**src/rtl/button_events_pkg.sv**
```systemverilog
// button_events_pkg
//   Shared definitions for the button event generator: FSM state encoding
//   and the sizing helper for the event timer.
package button_events_pkg;

  typedef enum logic [1:0] {
    ST_IDLE    = 2'd0,
    ST_PRESSED = 2'd1,
    ST_HELD    = 2'd2
  } state_t;

  // Bits needed to count 0 .. max(a, b)-1; never less than one bit.
  function automatic int timer_width(input int a, input int b);
    int m;
    m = (a > b) ? a : b;
    if (m < 2) return 1;
    return $clog2(m);
  endfunction

endpackage

```
**src/rtl/button_event_timer.sv**
```systemverilog
// button_event_timer
//   Up-counting cycle timer used by button_events to measure hold and
//   repeat intervals. Synchronous clear has priority over enable.
// Ports:
//   clk    in   system clock
//   rst_n  in   asynchronous active-low reset
//   clear  in   synchronous clear to zero
//   en     in   increment enable
//   value  out  current count
module button_event_timer #(
  parameter int WIDTH = 8
) (
  input  logic             clk,
  input  logic             rst_n,
  input  logic             clear,
  input  logic             en,
  output logic [WIDTH-1:0] value
);

  always_ff @(posedge clk or negedge rst_n) begin
    if (!rst_n) begin
      value <= '0;
    end else if (clear) begin
      value <= '0;
    end else if (en) begin
      value <= value + WIDTH'(1);
    end
  end

endmodule

```
**src/rtl/button_events.sv**
```systemverilog
// button_events
//   Turns a debounced active-high button level into one-cycle event pulses:
//   press, release, long press and (optionally) auto-repeat. All outputs
//   are registered.
//   Build option: define BUTTON_EVENTS_REPEAT_EN to enable auto-repeat.
//   Without it repeat_pulse is tied low and the timer is sized from
//   HOLD_TICKS alone.
// Parameters:
//   HOLD_TICKS    cycles from press to long press (>= 2)
//   REPEAT_TICKS  cycles between repeat pulses while held (>= 2)
// Ports:
//   clk            in   system clock
//   rst_n          in   asynchronous active-low reset
//   level          in   debounced button level, 1 = pressed
//   press          out  one-cycle pulse on press
//   release_pulse  out  one-cycle pulse on release
//   long_press     out  one-cycle pulse when HOLD_TICKS is reached
//   repeat_pulse   out  one-cycle pulse every REPEAT_TICKS while held
//   held           out  high while in HELD
//
// state      | meaning
// -----------+------------------------------------------
// ST_IDLE    | button not pressed
// ST_PRESSED | pressed, long press not yet reached
// ST_HELD    | long press reached, repeating if enabled
module button_events
  import button_events_pkg::*;
#(
  parameter int HOLD_TICKS   = 50_000_000,
  parameter int REPEAT_TICKS = 10_000_000
) (
  input  logic clk,
  input  logic rst_n,
  input  logic level,
  output logic press,
  output logic release_pulse,
  output logic long_press,
  output logic repeat_pulse,
  output logic held
);

`ifdef BUTTON_EVENTS_REPEAT_EN
  localparam bit REPEAT_EN = 1'b1;
`else
  localparam bit REPEAT_EN = 1'b0;
`endif

  localparam int TW = timer_width(HOLD_TICKS, REPEAT_EN ? REPEAT_TICKS : 1);
  localparam logic [TW-1:0] HOLD_LAST = TW'(HOLD_TICKS - 1);

  state_t          state;
  logic            lvl_q;
  logic [TW-1:0]   timer;
  logic            timer_clear;
  logic            timer_en;
  logic            hold_hit;
  logic            repeat_hit;

  assign hold_hit = (state == ST_PRESSED) && (timer == HOLD_LAST);

`ifdef BUTTON_EVENTS_REPEAT_EN
  localparam logic [TW-1:0] REPEAT_LAST = TW'(REPEAT_TICKS - 1);
  logic repeat_q;

  assign repeat_hit   = (state == ST_HELD) && (timer == REPEAT_LAST);
  assign repeat_pulse = repeat_q;
`else
  assign repeat_hit   = 1'b0;
  assign repeat_pulse = 1'b0;
`endif

  // The timer restarts on every state entry and threshold; a low level
  // always sends the FSM to IDLE, so clearing on !level covers release.
  assign timer_clear = !level || (state == ST_IDLE) || hold_hit || repeat_hit;
  assign timer_en    = level && ((state == ST_PRESSED) ||
                                 (REPEAT_EN && (state == ST_HELD)));

  button_event_timer #(
    .WIDTH (TW)
  ) u_timer (
    .clk   (clk),
    .rst_n (rst_n),
    .clear (timer_clear),
    .en    (timer_en),
    .value (timer)
  );

  always_ff @(posedge clk or negedge rst_n) begin
    if (!rst_n) begin
      state         <= ST_IDLE;
      lvl_q         <= 1'b0;
      press         <= 1'b0;
      release_pulse <= 1'b0;
      long_press    <= 1'b0;
      held          <= 1'b0;
`ifdef BUTTON_EVENTS_REPEAT_EN
      repeat_q      <= 1'b0;
`endif
    end else begin
      lvl_q         <= level;
      press         <= 1'b0;
      release_pulse <= 1'b0;
      long_press    <= 1'b0;
`ifdef BUTTON_EVENTS_REPEAT_EN
      repeat_q      <= 1'b0;
`endif
      case (state)
        ST_IDLE: begin
          // Only a fresh rising level counts; a level already high when
          // we arrive here does not re-trigger.
          if (level && !lvl_q) begin
            state <= ST_PRESSED;
            press <= 1'b1;
          end
        end
        ST_PRESSED: begin
          // Release takes precedence over reaching the hold threshold.
          if (!level) begin
            state         <= ST_IDLE;
            release_pulse <= 1'b1;
          end else if (hold_hit) begin
            state      <= ST_HELD;
            long_press <= 1'b1;
            held       <= 1'b1;
          end
        end
        ST_HELD: begin
          if (!level) begin
            state         <= ST_IDLE;
            release_pulse <= 1'b1;
            held          <= 1'b0;
          end
`ifdef BUTTON_EVENTS_REPEAT_EN
          else if (repeat_hit) begin
            repeat_q <= 1'b1;
          end
`endif
        end
        default: begin
          state <= ST_IDLE;
          held  <= 1'b0;
        end
      endcase
    end
  end

endmodule

```
**config.mk**
```make
export PLATFORM = sky130hd
export DESIGN_NAME = button_events
export DESIGN_NICKNAME = d
export VERILOG_FILES = /design/src/rtl/button_events_pkg.sv /design/src/rtl/button_event_timer.sv /design/src/rtl/button_events.sv
export SDC_FILE = /design/constraint.sdc
export NUM_CORES = 1
export LEC_CHECK = 0
export CAP_MARGIN = 20
export CORE_ASPECT_RATIO = 1.4
export CORE_MARGIN = 5
export CORE_UTILIZATION = 57
export DETAILED_ROUTE_END_ITERATION = 16
export GPL_TIMING_DRIVEN = 1
export MAX_ROUTING_LAYER = met4
export PLACE_DENSITY = 0.82
export RECOVER_POWER = 100
export SLEW_MARGIN = 10
export SYNTH_ARGS = -nofsm -noshare
export SYNTH_HDL_FRONTEND = slang
export SYNTH_SLANG_ARGS = --single-unit
```
**constraint.sdc**
```tcl
create_clock -name clk -period 5.71 [get_ports clk]
set_clock_uncertainty 0.1 [all_clocks]
set_input_delay 1.4275 -clock clk [delete_from_list [all_inputs] [get_ports clk]]
set_output_delay 1.4275 -clock clk [all_outputs]
set_load 0.005 [all_outputs]
```
==> metrics.csv <==
metric,value,unit
status,"complete, but fails checks",
failing checks,"max-capacitance violations, max-slew violations",
CP Data Required Time,5820,ps
root buffer selected by CTS,clkbuf_8,
residual DRC count,0,
CTS buffer count,5,
fin crit share,0.6486,
crit end category,flip-flop,
MaxCap Viol Count,1,
CP max-delay cell,dlygate4sd3_1,
"Cell Area, Synth",1797,sq um
Routed wire per std cell,17.28,um
clk_lat worst skew,290,ps
P per Cell Area,296.0,nW/um^2
worst-path maximum fanout,19,
Yosys warnings,0,
Synth cell types,44,
crit path launch type,primary input,
Min-Delay Path Class,flip-flop to flip-flop,
hold endpoint,press,
Antenna Nets Post-Route,0,
adder and majority cell fraction of the synthesized area,0.02786,
Fin Setup TNS,0,ps
RSZ-0062 raised after global routing,false,
chip width,57.45,um
IO Pins,8,
GRT Util Overall,0.2064,
Post-Layout Cell Count,236,
min Tclk post-route,3703,ps
routability cong.,0.8231,
most frequent cells in the layout,"dfrtp_1 (33), a21oi_1 (17), nand2_1 (14)",
first-pass GRT wire length,6975,um
#FFs+latches synth,33,
leakage power,0.7509,nW
Placed Cells,227,
multi-input logic area,905.9,sq um
simple-gate area share of the yosys netlist,0.2667,
initial DRC count,73,
ys flop type,dfrtp_1,
register area share after synthesis,0.4596,
Layout fillers,248,
Register Area,825.8,sq um
ys async rst share,1.000,
"commonest non-fill, non-tap cell in the layout",dfrtp_1,
crit path cell chain,"dlygate4sd3_1, nand4_1, or4_1, or4_1, a21oi_1",
TritonCTS Sinks,33,
"EDFF count, synth",0,
remaining global-route overflow,0,
FP Rows,24,
fin nets,203,
Final Worst Setup Slack,2007,ps
area grow syn2layout,10.79,%
mux cell area share after synthesis,0.005571,
Starting Density,0.5809,
critical path's most frequent cell,or4_1,
xor-xnor portion of the synthesized cell area,0.02437,
Max rail drop VDD,0.2792,mV
TritonCTS clock tree,built,
Syn Inst Count,191,
Core Box Area,3093,sq um
reg2reg path depth,6,
Mapped Nets,198,
Via density,6.708,
largest area contributor in the netlist,dfrtp_1,
vias in the first global route,1541,
Final setup viols,0,
hold path cells,2,
1st-pass router iterations,4,
"top cells by area, synth","dfrtp_1 (46%), a21oi_1 (4.7%), or4_1 (3.3%)",
setup bufs post-CTS,0,
largest family of logic cells by synthesized area,simple AND/OR/NAND/NOR gates,
die height,76.43,um
Synth Area in Compound Gates,0.1776,
WHS,411.5,ps
FMAX,0.2700,GHz
Max Buffers Root-to-Sink,2,
r2r startpoint,state[1],
# diodes,0,
post_cts resized,0,
post-synth top area share,0.4596,
H-tree depth,2,
vias,1583,
largest net degree at the start of global routing,34,
"Hold Vio Cnt, Final",0,
Crit Path Class,primary input to flip-flop,
"Avg Cell Area, Syn",9.407,sq um
die area,4391,sq um
hpwl dp,2775,um
dpl ws,1779,ps
Rel. slew slack,-0.1900,
crit path DAT,3820,ps
Worst R2R Setup Slack,3000,ps
Port-buffer cells,6,
initial antenna violation count,0,
share of layout cells above drive strength 1,0.05584,
hold path startpoint,lvl_q,
"slowest stage delay, CP",750,ps
CTS Hold Bufs,0,
final WL,4079,um
r2r endpoint,u_timer.value[23],
Max Slew Vio Count,34,
Worst-path clk slew,70,ps
Slew @ Worst Pin,1785,ps
[cell usage after synthesis, drive strengths merged (2+ instances only)]
library cell / number
nor3: 9
inv: 5
a2bb2oi: 2
or4: 8
a41oi: 2
or3: 3
and4: 5
a21oi: 17
o31ai: 7
and2: 2
nor4: 3
nand4: 9
a311oi: 3
xnor2: 2
o21bai: 2
and3: 3
buf: 4
a211oi: 3
xor2: 3
ha: 4
nor2: 13
a31oi: 3
nor3b: 2
nand2: 14
o21ai: 5
clkbuf: 6
dfrtp: 33
nor2b: 3
nand3: 6
[flip-flops by register name, summed over array words and instances, names as in the netlist]
signal / flops
press: 1
state: 2
held: 1
long_press: 1
u_timer.value: 26
release_pulse: 1
lvl_q: 1
[worst max-delay path by stage]
| stage | from | end | slack [ps] | cells past startpoint |
|---|---|---|---|---|
| 3_3_place_gp | level | u_timer.value[25] | 1890 | 5 |
| 5_1_grt | level | u_timer.value[23] | 1860 | 5 |
| 3_5_place_dp | level | u_timer.value[23] | 1780 | 5 |
| 2_1_floorplan | level | u_timer.value[21] | 2650 | 6 |
| 4_1_cts | level | u_timer.value[23] | 2080 | 5 |
| 6_report | level | u_timer.value[23] | 2010 | 5 |
[per-layer routing]
metal  GRT usage  part of all wire
met5           -                 0
met4      0.1090             0.024
met3     0.06610             0.046
met2      0.3258              0.53
met1      0.2271              0.40
[cells by family after synthesis]
family          after synthesis
buf+inv                      15
fa+ha+maj                     4
other cells                   1
xor+xnor                      5
simple gates                 84
compound gates               48
mux                           1
flops                        33
[final cells by class]
type,instances,share of cell area
sequential,33,0.4148
clock buffer,6,0.04148
timing repair buffer,8,0.03583
clock inverter,2,0.01886
multi-input combinational,143,0.4551
inverter,5,0.009428
tap,39,0.02451
[per-stage QoR]
| step | total power, W | area, sq um | utilization |
|---|---|---|---|
| 3_5_place_dp | 0.0003618 | 1867 | 0.6036 |
| 2_1_floorplan | 0.0003306 | 1797 | - |
| 6_report | 0.0005893 | 1991 | 0.6436 |
| 5_1_grt | 0.0006215 | 1991 | 0.6436 |
| 3_3_place_gp | 0.0003581 | 1867 | 0.6036 |
| 4_1_cts | 0.0005912 | 1987 | 0.6424 |
[critical path: cells and delay by family]
kind            cells  cell delay [ps]
simple gates        3             1480
buf+inv             1              750
compound gates      1              160
[power breakdown]
group          leakage, nW  total, W  internal [W]  switching [W]
clock               0.0574  0.000230      0.000142      0.0000878
sequential           0.455  0.000252      0.000243     0.00000885
combinational        0.238  0.000108     0.0000339      0.0000738
Power figures use the tool's default switching activity.
